### config.mk
export PLATFORM = sky130hd
export DESIGN_NAME = pipe321_unpipe
export DESIGN_NICKNAME = d
export VERILOG_FILES = /design/src/rtl/pipe321_unpipe_pkg.sv /design/src/rtl/pipe321_unpipe_if.sv /design/src/rtl/pipe321_unpipe_sub_stage.sv /design/src/rtl/pipe321_unpipe.sv
export SDC_FILE = /design/constraint.sdc
export NUM_CORES = 1
export LEC_CHECK = 0
export ABC_AREA = 1
export CAP_MARGIN = 20
export CORE_MARGIN = 3
export CORE_UTILIZATION = 45
export CTS_CLUSTER_SIZE = 24
export DETAILED_ROUTE_END_ITERATION = 10
export GPL_ROUTABILITY_DRIVEN = 0
export GPL_TIMING_DRIVEN = 0
export PLACE_DENSITY = 0.68
export SLEW_MARGIN = 20
export SYNTH_ARGS = -nofsm -noshare
export SYNTH_HDL_FRONTEND = slang
export SYNTH_SLANG_ARGS = --single-unit
### constraint.sdc
create_clock -name clk -period 1.41 [get_ports clk]
set_input_delay 0.3525 -clock clk [delete_from_list [all_inputs] [get_ports clk]]
set_output_delay 0.3525 -clock clk [all_outputs]
set_load 0.02 [all_outputs]
### src/rtl/pipe321_unpipe_pkg.sv
// -----------------------------------------------------------------------------
// pipe_pkg
// Definitions shared by the "add 1, add 2, add 3" forward byte pipe and its
// inverse, pipe321_unpipe. Keeping both sets of constants here means the two
// ends of the chain cannot drift apart.
//   maybe_byte_t : {v, d}. A valid tag plus an 8-bit payload.
//   UNPIPE_K*    : constants subtracted by the inverse stages 1..3.
//   FWD_K*       : constants added by the forward stages 1..3.
//   CNT_WIDTH    : width of the optional transfer counter.
//   sat_inc      : saturating increment used by the transfer counter.
// -----------------------------------------------------------------------------
package pipe_pkg;

   localparam int DATA_WIDTH = 8;

   // Inverse pipe: subtract 3, then 2, then 1.
   localparam int UNPIPE_K1 = 3;
   localparam int UNPIPE_K2 = 2;
   localparam int UNPIPE_K3 = 1;

   // Forward pipe: add 1, then 2, then 3.
   localparam int FWD_K1 = 1;
   localparam int FWD_K2 = 2;
   localparam int FWD_K3 = 3;

   localparam int CNT_WIDTH = 16;

   typedef struct packed {
      logic                  v;
      logic [DATA_WIDTH-1:0] d;
   } maybe_byte_t;

   // Counts up and sticks at all-ones. It never wraps back to zero.
   function automatic logic [CNT_WIDTH-1:0] sat_inc(input logic [CNT_WIDTH-1:0] c);
      return (c == '1) ? c : c + CNT_WIDTH'(1);
   endfunction

endpackage

### src/rtl/pipe321_unpipe_if.sv
// -----------------------------------------------------------------------------
// pipe321_unpipe_if
// Ready/valid Maybe-stream link. The pipe uses it for its upstream side, its
// downstream side, and the links between stages.
//   v     : valid (Maybe tag, 1 = Just)
//   d     : payload, WIDTH bits; only meaningful while v = 1
//   ready : consumer can take an item this cycle
// Modports:
//   master : producer side; drives v/d, observes ready
//   slave  : consumer side; observes v/d, drives ready
// -----------------------------------------------------------------------------
interface pipe321_unpipe_if #(
   parameter int WIDTH = 8
);
   logic             v;
   logic [WIDTH-1:0] d;
   logic             ready;

   modport master (output v, output d, input  ready);
   modport slave  (input  v, input  d, output ready);
endinterface

### src/rtl/pipe321_unpipe_sub_stage.sv
// -----------------------------------------------------------------------------
// pipe_sub_stage
// A single registered Maybe stage that subtracts the constant K, modulo
// 2^WIDTH. The stage loads whenever it is empty or downstream is ready. An
// empty stage therefore always refills, and bubbles squeeze out while the
// output is stalled.
// Ports:
//   clk, rst : clock and asynchronous active-high reset
//   up       : slave link; up.ready is this stage's advance signal
//   dn       : master link; dn.v/dn.d are the stage register, and dn.ready
//              is the advance signal of the next stage
// -----------------------------------------------------------------------------
module pipe_sub_stage
   import pipe_pkg::*;
#(
   parameter int WIDTH = DATA_WIDTH,
   parameter int K     = 1
) (
   input  logic            clk,
   input  logic            rst,
   pipe321_unpipe_if.slave  up,
   pipe321_unpipe_if.master dn
);

   localparam logic [WIDTH-1:0] KW = WIDTH'(K);

   logic adv;

   // The stage can take a new item if it is empty, or if its current item
   // leaves this cycle.
   assign adv      = ~dn.v | dn.ready;
   assign up.ready = adv;

   // NOTE: stage registers use non-blocking assignments and the async reset
   // clears both the tag and the payload, so the pipe empties immediately.
   always_ff @(posedge clk or posedge rst) begin
      if (rst) begin
         dn.v <= 1'b0;
         dn.d <= '0;
      end else if (adv) begin
         dn.v <= up.v;
         dn.d <= up.d - KW;
      end
   end

endmodule

### src/rtl/pipe321_unpipe.sv
// -----------------------------------------------------------------------------
// pipe321_unpipe
// Inverse of the three-stage "+1, +2, +3" byte pipe. It subtracts 3, then 2,
// then 1, in three registered stages, and adds ready/valid back-pressure.
// When fed directly from the forward pipe, the chain returns every payload
// byte unchanged.
// Ports:
//   clk     : clock, rising edge
//   rst     : asynchronous active-high reset
//   __in0   : upstream valid
//   __in1   : upstream payload (ignored while __in0 = 0)
//   __in2   : downstream ready
//   __out0  : downstream valid
//   __out1  : downstream payload, forced to 0 while __out0 = 0
//   __out2  : upstream ready (combinational from stage state and __in2)
//   __out3  : saturating count of downstream transfers, 16 bits
//             (present only when PIPE321_UNPIPE_COUNT_EN is defined)
// Optional feature macro: PIPE321_UNPIPE_COUNT_EN
// -----------------------------------------------------------------------------
module pipe321_unpipe
   import pipe_pkg::*;
#(
   parameter int WIDTH = DATA_WIDTH,
   parameter int K1    = UNPIPE_K1,
   parameter int K2    = UNPIPE_K2,
   parameter int K3    = UNPIPE_K3
) (
   input  logic             clk,
   input  logic             rst,
   input  logic             __in0,
   input  logic [WIDTH-1:0] __in1,
   input  logic             __in2,
   output logic             __out0,
   output logic [WIDTH-1:0] __out1,
   output logic             __out2
`ifdef PIPE321_UNPIPE_COUNT_EN
   ,
   output logic [CNT_WIDTH-1:0] __out3
`endif
);

   // link_0: upstream input. link_1/link_2: between stages. link_3: s3 output.
   pipe321_unpipe_if #(.WIDTH(WIDTH)) link_0 ();
   pipe321_unpipe_if #(.WIDTH(WIDTH)) link_1 ();
   pipe321_unpipe_if #(.WIDTH(WIDTH)) link_2 ();
   pipe321_unpipe_if #(.WIDTH(WIDTH)) link_3 ();

   assign link_0.v     = __in0;
   assign link_0.d     = __in1;
   assign __out2       = link_0.ready;   // adv1
   assign link_3.ready = __in2;          // drives adv3 = ~s3.v | __in2

   pipe_sub_stage #(.WIDTH(WIDTH), .K(K1)) u_stage_1 (
      .clk (clk),
      .rst (rst),
      .up  (link_0),
      .dn  (link_1)
   );

   pipe_sub_stage #(.WIDTH(WIDTH), .K(K2)) u_stage_2 (
      .clk (clk),
      .rst (rst),
      .up  (link_1),
      .dn  (link_2)
   );

   pipe_sub_stage #(.WIDTH(WIDTH), .K(K3)) u_stage_3 (
      .clk (clk),
      .rst (rst),
      .up  (link_2),
      .dn  (link_3)
   );

   assign __out0 = link_3.v;
   // Mask the payload so that a stale or garbage register value never shows
   // while the output is empty.
   assign __out1 = link_3.v ? link_3.d : '0;

`ifdef PIPE321_UNPIPE_COUNT_EN
   logic [CNT_WIDTH-1:0] xfer_cnt;

   always_ff @(posedge clk or posedge rst) begin
      if (rst) begin
         xfer_cnt <= '0;
      end else if (__out0 && __in2) begin
         xfer_cnt <= sat_inc(xfer_cnt);
      end
   end

   assign __out3 = xfer_cnt;
`endif

endmodule

# Yosys cells after proc, flatten, opt, wreduce, memory -nomap -nowiden

Index checks and enable logic that the tools add are counted.

Bits in registers: 27
Bits of input ports: 12
Output and inout port bits: 10
Word-level logic and storage cells: 16

$add $sub $neg: 3
Muxes and demuxes: 1
Bitwise logic cells: 6

Operators with widths:

| kind                  | count |
|---|---|
| $sub A8 B2 Y8 const B | 2 |
| $mux W8               | 1 |
| $sub A8 B1 Y8 const B | 1 |
| $not A1 Y1            | 3 |
| $or A1 B1 Y1          | 3 |

# Depth between registers and ports, before layout

Gate-level depths: netlist (run 1).

Depth in word-level cells: 4
Mapped depth: 8
Gate-level depth less buffers: 8

# By module

Synthesis (run 1) repeated with hierarchy kept, for this count alone.

Cell total of the unflattened synthesis: 206
Area total of the unflattened synthesis: 1559.0 sq um

Modules (own cells, without submodules):

| module                      | times used | cells an instance | area an instance (sq um) | sequential area each (sq um) |
|---|---|---|---|---|
| pipe_sub_stage at u_stage_3 | 1          | 66                | 520.5                    | 225.2 |
| pipe_sub_stage at u_stage_1 | 1          | 63                | 500.5                    | 225.2 |
| pipe_sub_stage at u_stage_2 | 1          | 60                | 473.0                    | 225.2 |
| pipe321_unpipe              | 1          | 17                | 65.1                     | 0.0 |

# Worst setup path after synthesis (run 1)

No wires, ideal clock.

Kind: reg-to-output
Start: reg u_stage_3.dn.v
End: out __out2
Arrival: 1.020 ns
Data required time: 1.058 ns
Path slack: 0.038 ns
Stages on the path, launching flop included: 7
Buffers on the path: 1
Path through: dfrtp_1 buf_6 nand2_8 inv_8 nand2_8 clkinv_4 nand2_4

Cells in the longest elaborated chain, start to end: 4

Ends and longest elaborated chain:

| element                    | line                           | source |
|---|---|---|
| start: declaration         | pipe321_unpipe_if.sv:19        | `modport master (output v, output d, input ready);` |
| $not A1 Y1                 | pipe321_unpipe_sub_stage.sv:31 | `assign adv = ~dn.v \| dn.ready;` |
| $or A1 B1 Y1 (3 in series) | pipe321_unpipe_sub_stage.sv:31 |  |
| end: declaration           | pipe321_unpipe.sv:35           | `output logic __out2` |

No other way between the ends.

# Final worst setup path (run 1)

Ends and elaborated chain as after synthesis.

==> results.txt, run 1 <==
Status: finished with violations
Violated checks: negative setup slack
Slew headroom: 62.3%
Vias per inst: 4.73
Mapped Nets: 211
Power Density: 1170 mW/mm^2
#FFs+latches synth: 27
Initial antenna violation count: 0
Maximum Capacitance Violations: 0
Core box area: 0.00313 sq mm
Final wirelength: 2.87 mm
Total power: 0.00223 W
Final worst slack: -236 ps
Worst vdd ir: 382 uV
Largest net degree at the start of global routing: 28
Critical Path End Type: output port
GRT met1 Usage: 15.2%
Register area share after synthesis: 44.6%
Wire per inst: 10.4 microns
Hold-fix buffers, CTS: 0
Lkg Pwr: 0.985 nW
Clk Tree Root Cell: clkbuf_4
CTS clk-pin slew, worst paths: 140 ps
Clock H-tree levels: 1
Startpoint types: register
Die Span Y: 64.1 microns
Final #Nets: 249
Ratio of cells with drive above 1 in the final layout: 18.9%
Die Area: 0.00410 sq mm
Global-route wire length before repair: 5.09 mm
Top Ports: 22
Met3 GRT Util: 2.28%
GRT Max-Usage Layer: met2
GRT overflow: 0
Met2 Use GR: 32.1%
Total Routing Usage GR: 15.5%
DRT iter0 DRCs: 53
Synth Cell Area: 0.00152 sq mm
Syn-to-layout area delta: 26.0%
Post-route insts no fill: 277
Final Setup Violations: 10
Via Count: 1311
Yosys top cell area share: 44.6%
Core Rows: 20
Distinct cells, synth: 22
Yosys top cell by area: dfrtp_1
Hold WC Path Type: input pin to register
WP data arrival: 1290 ps
CTS tree: built
Max Root-Sink Buffers: 2
Final period util: 117%
Crit path kind: register to output port
Antenna Violating Nets Remaining: 0
WHS: 370 ps
Clock skew: 3.04 ps
RSZ-0062 raised after global routing: true
Ant. Diodes: 0
Port bufs: 21
Most frequent cells in the layout: nand2_1, dfrtp_1, inv_1
Num Clock Sinks: 27
Synthesized netlist cell count: 196
Highest fanout seen on the critical path: 5
Vias in the first global route: 1227
Critical path required time: 1060 ps
Max Fclk: 607 MHz
Yosys Warn Count: 0
Drt pass-1 iters: 4
Worst Max-Slew Pin Slew: 564 ps
Post-DP HPWL: 2.11 mm
DRC: 0
CTS Buf Count: 3
Dpl cells: 261
Top cells by area, synth: dfrtp_1, nand2_1, inv_1
Starting Density: 48.5%
Die Wd: 64.1 microns
Hold Vio Cnt, Final: 0
Fin util: 61.1%
Min Tclk post-route: 1650 ps
Dpl ws: -905 ps
Clock Latency Late Sink: 320 ps
Most common cell after layout, fill and taps aside: nand2_1
Fin. max-slew vios: 0
Syn Area/Cell: 7.74 sq um
## per-stage QoR
stage	setup TNS (ps)	area [sq um]
6_report	-1410	1910
3_5_place_dp	-9950	1780
5_1_grt	-2020	1910
3_3_place_gp	-8620	1780
2_1_floorplan	0	1520
4_1_cts	-1790	1910
## logic make-up after synthesis
| logic type | count (synthesis) | synth area share, % |
|---|---|---|
| simple gates | 111 | 33.7 |
| buf+inv | 31 | 9.49 |
| flops | 27 | 44.6 |
| compound gates | 20 | 7.43 |
| xor+xnor | 4 | 2.31 |
| fa+ha+maj | 3 | 2.48 |
## power breakdown
group          internal (W)  switching [W]  total (W)
clock              0.000111       0.000222   0.000332
sequential         0.000933       0.000127    0.00106
combinational      0.000365       0.000477   0.000842
## worst max-delay path, stage by stage, from the launching register on
cell	delay (ps)
dfrtp_1	420
buf_6	150
nand2_8	60
inv_8	60
nand2_8	50
clkinv_8	50
nand2_8	40
buf_6	130
## synthesized netlist by cell type, drive strengths merged
master	instances
nand4	4
a31oi	2
or2	2
nand3	10
o21ai	14
inv	28
nand3b	3
xnor2	3
dfrtp	27
ha	3
xor2	1
nand2	73
buf	2
clkinv	1
nor2	19
o21bai	4
## what timing repair did
| item | in CTS | in global routing |
|---|---|---|
| endpoints found under the setup margin | 10 | 10 |
| pin swaps | 2 | 0 |
| setup buffers | 9 | 2 |
| gates cloned | 1 | 0 |
| hold endpoints to repair | 0 | 0 |
| resized for setup | 52 | 8 |
## layer usage
layer,wire length [microns],vias to the layer above
li1,-,685
met1,1140,605
met3,80,2
met4,27,0
met5,0,-
met2,1630,19
## sequential cells by signal (all words and copies together) (netlist names)
| register | count |
|---|---|
| u_stage_1.dn.d | 8 |
| u_stage_1.dn.v | 1 |
| u_stage_2.dn.d | 8 |
| u_stage_2.dn.v | 1 |
| u_stage_3.dn.d | 8 |
| u_stage_3.dn.v | 1 |
## path summary, 6_finish.rpt
path	from	endpoint	slack (ps)	depth (start not counted)
hold / removal	__in2	u_stage_3.dn.d[3]$_DFFE_PP0P_	370	2
setup reg to reg	u_stage_3.dn.v$_DFFE_PP0P_	u_stage_1.dn.v$_DFFE_PP0P_	60	7
setup / recovery	u_stage_3.dn.v$_DFFE_PP0P_	__out2	-240	7
hold reg to reg	u_stage_3.dn.d[1]$_DFFE_PP0P_	u_stage_3.dn.d[1]$_DFFE_PP0P_	500	2
min in group asynchronous	rst	u_stage_1.dn.d[5]$_DFFE_PP0P_	390	2
max in group asynchronous	rst	u_stage_2.dn.d[5]$_DFFE_PP0P_	660	2
## area by class of cell
| class | instances | area [sq um] |
|---|---|---|
| Fill cell | 286 | 1220 |
| Multi-Input combinational cell | 138 | 716 |
| Sequential cell | 27 | 676 |
| Timing Repair Buffer | 33 | 287 |
| Inverter | 29 | 129 |
| Tap cell | 44 | 55.1 |
| Clock buffer | 4 | 26.3 |
| Buffer | 2 | 22.5 |
Note: power is estimated with default switching activity, not from simulation.
==> run 2: changes to the inputs <==
--- a/config.mk
+++ b/config.mk
@@ -9,7 +9,6 @@
 export CAP_MARGIN = 20
 export CORE_MARGIN = 3
 export CORE_UTILIZATION = 45
-export CTS_CLUSTER_SIZE = 24
 export DETAILED_ROUTE_END_ITERATION = 10
 export GPL_ROUTABILITY_DRIVEN = 0
 export GPL_TIMING_DRIVEN = 0
==> results of run 2 <==
No change in the layout: final DEF, timing and power equal those of run 1.
==> run 3: changes to the inputs <==
--- a/config.mk
+++ b/config.mk
@@ -8,11 +8,12 @@
 export ABC_AREA = 1
 export CAP_MARGIN = 20
 export CORE_MARGIN = 3
-export CORE_UTILIZATION = 45
+export CORE_UTILIZATION = 25
+export CTS_CLUSTER_DIAMETER = 30
+export CTS_CLUSTER_SIZE = 16
 export DETAILED_ROUTE_END_ITERATION = 10
 export GPL_ROUTABILITY_DRIVEN = 0
 export GPL_TIMING_DRIVEN = 0
-export PLACE_DENSITY = 0.68
 export SLEW_MARGIN = 20
 export SYNTH_ARGS = -nofsm -noshare
 export SYNTH_HDL_FRONTEND = slang
==> run 3 against run 2 <==
Net effect:
- the flow still finishes with violations (negative setup slack)
- hold slack improved by 81 ps
- non-clock buffer count rose by 2
- clock skew barely moved
- sequential cell count did not move
- wire length fell by 1.5%
==> results.txt, run 3 (synthesis results as in run 1) <==
Status: finished with violations (unchanged)
Violated checks: negative setup slack (unchanged)
Critical Path End Type: output port (unchanged)
Ant. Diodes: 0 (unchanged)
Via Count: 1291 (was 1311)
Ratio of cells with drive above 1 in the final layout: 21.7% (was 18.9%)
Dpl ws: -910 ps (was -905 ps)
Crit path launch: u_stage_3.dn.v$_DFFE_PP0P_ (unchanged)
CP peak stage delay: 390 ps (was 420 ps)
WP data arrival: 1210 ps (was 1290 ps)
DRT iter0 DRCs: 47 (was 53)
Num Clock Sinks: 27 (unchanged)
Final wirelength: 2.83 mm (was 2.87 mm)
Top Ports: 22 (unchanged)
Final Cell Area: 0.00201 sq mm (was 0.00191 sq mm)
GRT overflow: 0 (unchanged)
Antenna Violating Nets Remaining: 0 (unchanged)
Fin. max-slew vios: 0 (unchanged)
Maximum Capacitance Violations: 0 (unchanged)
Global-route wire length before repair: 5.04 mm (was 5.09 mm)
Hold WC Path Type: input pin to asynchronous set/reset pin (was input pin to register)
Buf/Inv on CP: 4 (unchanged)
CTS Buf Count: 3 (unchanged)
Die Wd: 83.9 microns (was 64.1 microns)
Fillers: 602 (was 286)
Final worst slack: -157 ps (was -236 ps)
CP most frequent cell: nand2_8 (unchanged)
Min Tclk post-route: 1570 ps (was 1650 ps)
Post-DP HPWL: 2.08 mm (was 2.11 mm)
Total power: 0.00238 W (was 0.00223 W)
Most common cell after layout, fill and taps aside: nand2_1 (unchanged)
Vias in the first global route: 1173 (was 1227)
Crit path kind: register to output port (unchanged)
Worst Max-Slew Pin Slew: 568 ps (was 564 ps)
CTS tree: built (unchanged)
Slew headroom: 62.1% (was 62.3%)
CTS clk-pin slew, worst paths: 90 ps (was 140 ps)
Clock skew: 3.45 ps (was 3.04 ps)
Hold-fix buffers, CTS: 0 (unchanged)
Hold Vio Cnt, Final: 0 (unchanged)
DRC: 0 (unchanged)
Worst vdd ir: 557 uV (was 382 uV)
Total Routing Usage GR: 8.51% (was 15.5%)
Wire per inst: 9.22 microns (was 10.4 microns)
Worst R2R Start: u_stage_3.dn.v$_DFFE_PP0P_ (unchanged)
Starting Density: 26.7% (was 48.5%)
Max Root-Sink Buffers: 2 (unchanged)
Clk Tree Root Cell: clkbuf_8 (was clkbuf_4)
Max Fclk: 638 MHz (was 607 MHz)
Top delay family on crit path: flip-flops (unchanged)
Top Registers: u_stage_1.dn.d (8), u_stage_2.dn.d (8), u_stage_3.dn.d (8) (unchanged)
Final period util: 111% (was 117%)
WHS: 451 ps (was 370 ps)
Area after DPL: 0.00182 sq mm (was 0.00178 sq mm)
Clock Latency Late Sink: 270 ps (was 320 ps)
Lkg Pwr: 1.01 nW (was 0.985 nW)
Port bufs: 21 (unchanged)
Most frequent cells in the layout: nand2_1, dfrtp_1, inv_1 (unchanged)
Core Rows: 27 (was 20)
Critical path required time: 1060 ps (about the same)
Die Span Y: 83.9 microns (was 64.1 microns)
Largest net degree at the start of global routing: 28 (unchanged)
Final #Nets: 251 (was 249)
TNS Setup: -866 ps (was -1410 ps)
Drt pass-1 iters: 4 (unchanged)
Die Area: 0.00704 sq mm (was 0.00410 sq mm)
Power Density: 1190 mW/mm^2 (was 1170 mW/mm^2)
Startpoint types: register (unchanged)
Syn-to-layout area delta: 32.4% (was 26.0%)
Highest fanout seen on the critical path: 7 (was 5)
Worst path cell trace: buf_6, nand2_8, inv_8, nand2_8, clkinv_8, nand2_8, buf_6 (unchanged)
CP max-delay cell: dfrtp_1 (unchanged)
RSZ-0062 raised after global routing: true (unchanged)
Core box area: 0.00568 sq mm (was 0.00313 sq mm)
Clock H-tree levels: 1 (unchanged)
Initial antenna violation count: 0 (unchanged)
Final Setup Violations: 9 (was 10)
Vias per inst: 4.21 (was 4.73)
run 3: worst paths after layout:
path                                            endpoint  slack [ps]  depth (start not counted)
min in group clk           u_stage_3.dn.d[3]$_DFFE_PP0P_         450                          2
setup / recovery                                  __out2        -160                          7
hold / removal                u_stage_2.dn.v$_DFFE_PP0P_         450                          2
setup reg to reg              u_stage_3.dn.v$_DFFE_PP0P_         130                          6
max in group asynchronous  u_stage_3.dn.d[7]$_DFFE_PP0P_         580                          2
hold reg to reg            u_stage_3.dn.d[0]$_DFFE_PP0P_         500                          2
run 3: repair_timing:
item | in CTS | in global routing
hold endpoints to repair | 0 | 0
pin swaps | 1 | 1
resized for setup | 56 | 14
buffers inserted | 5 | 9
setup endpoints to repair | 10 | 9
run 3: per-stage QoR:
stage	instances	utilization [%]
after detailed placement	289	32.0
after CTS	298	33.8
after global routing	307	35.4
final	307	35.4
after floorplan	196	-
after global placement	289	32.0
run 3: area by class of cell:
class / instances / area [sq um] / area share (%)
multi-input combinational: 138 / 721 / 35.9
sequential: 27 / 676 / 33.6
timing repair buffer: 35 / 324 / 16.1
inverter: 29 / 129 / 6.42
tap: 72 / 90.1 / 4.49
clock buffer: 3 / 41.3 / 2.06
buffer: 2 / 22.5 / 1.12
clock inverter: 1 / 5.00 / 0.249
run 3: metal layers:
metal,vias up,global-route usage [%],wire length [microns]
met5,-,0,0
met4,0,1.75,14
met3,2,2.76,148
met2,26,14.8,1340
met1,573,10.2,1330
li1,690,-,-
run 3: power by group:
part           switching, W  internal [W]  total, W
clock network      0.000235      0.000198  0.000433
registers          0.000128      0.000934   0.00106
logic              0.000484      0.000406  0.000889
total              0.000847       0.00154   0.00238
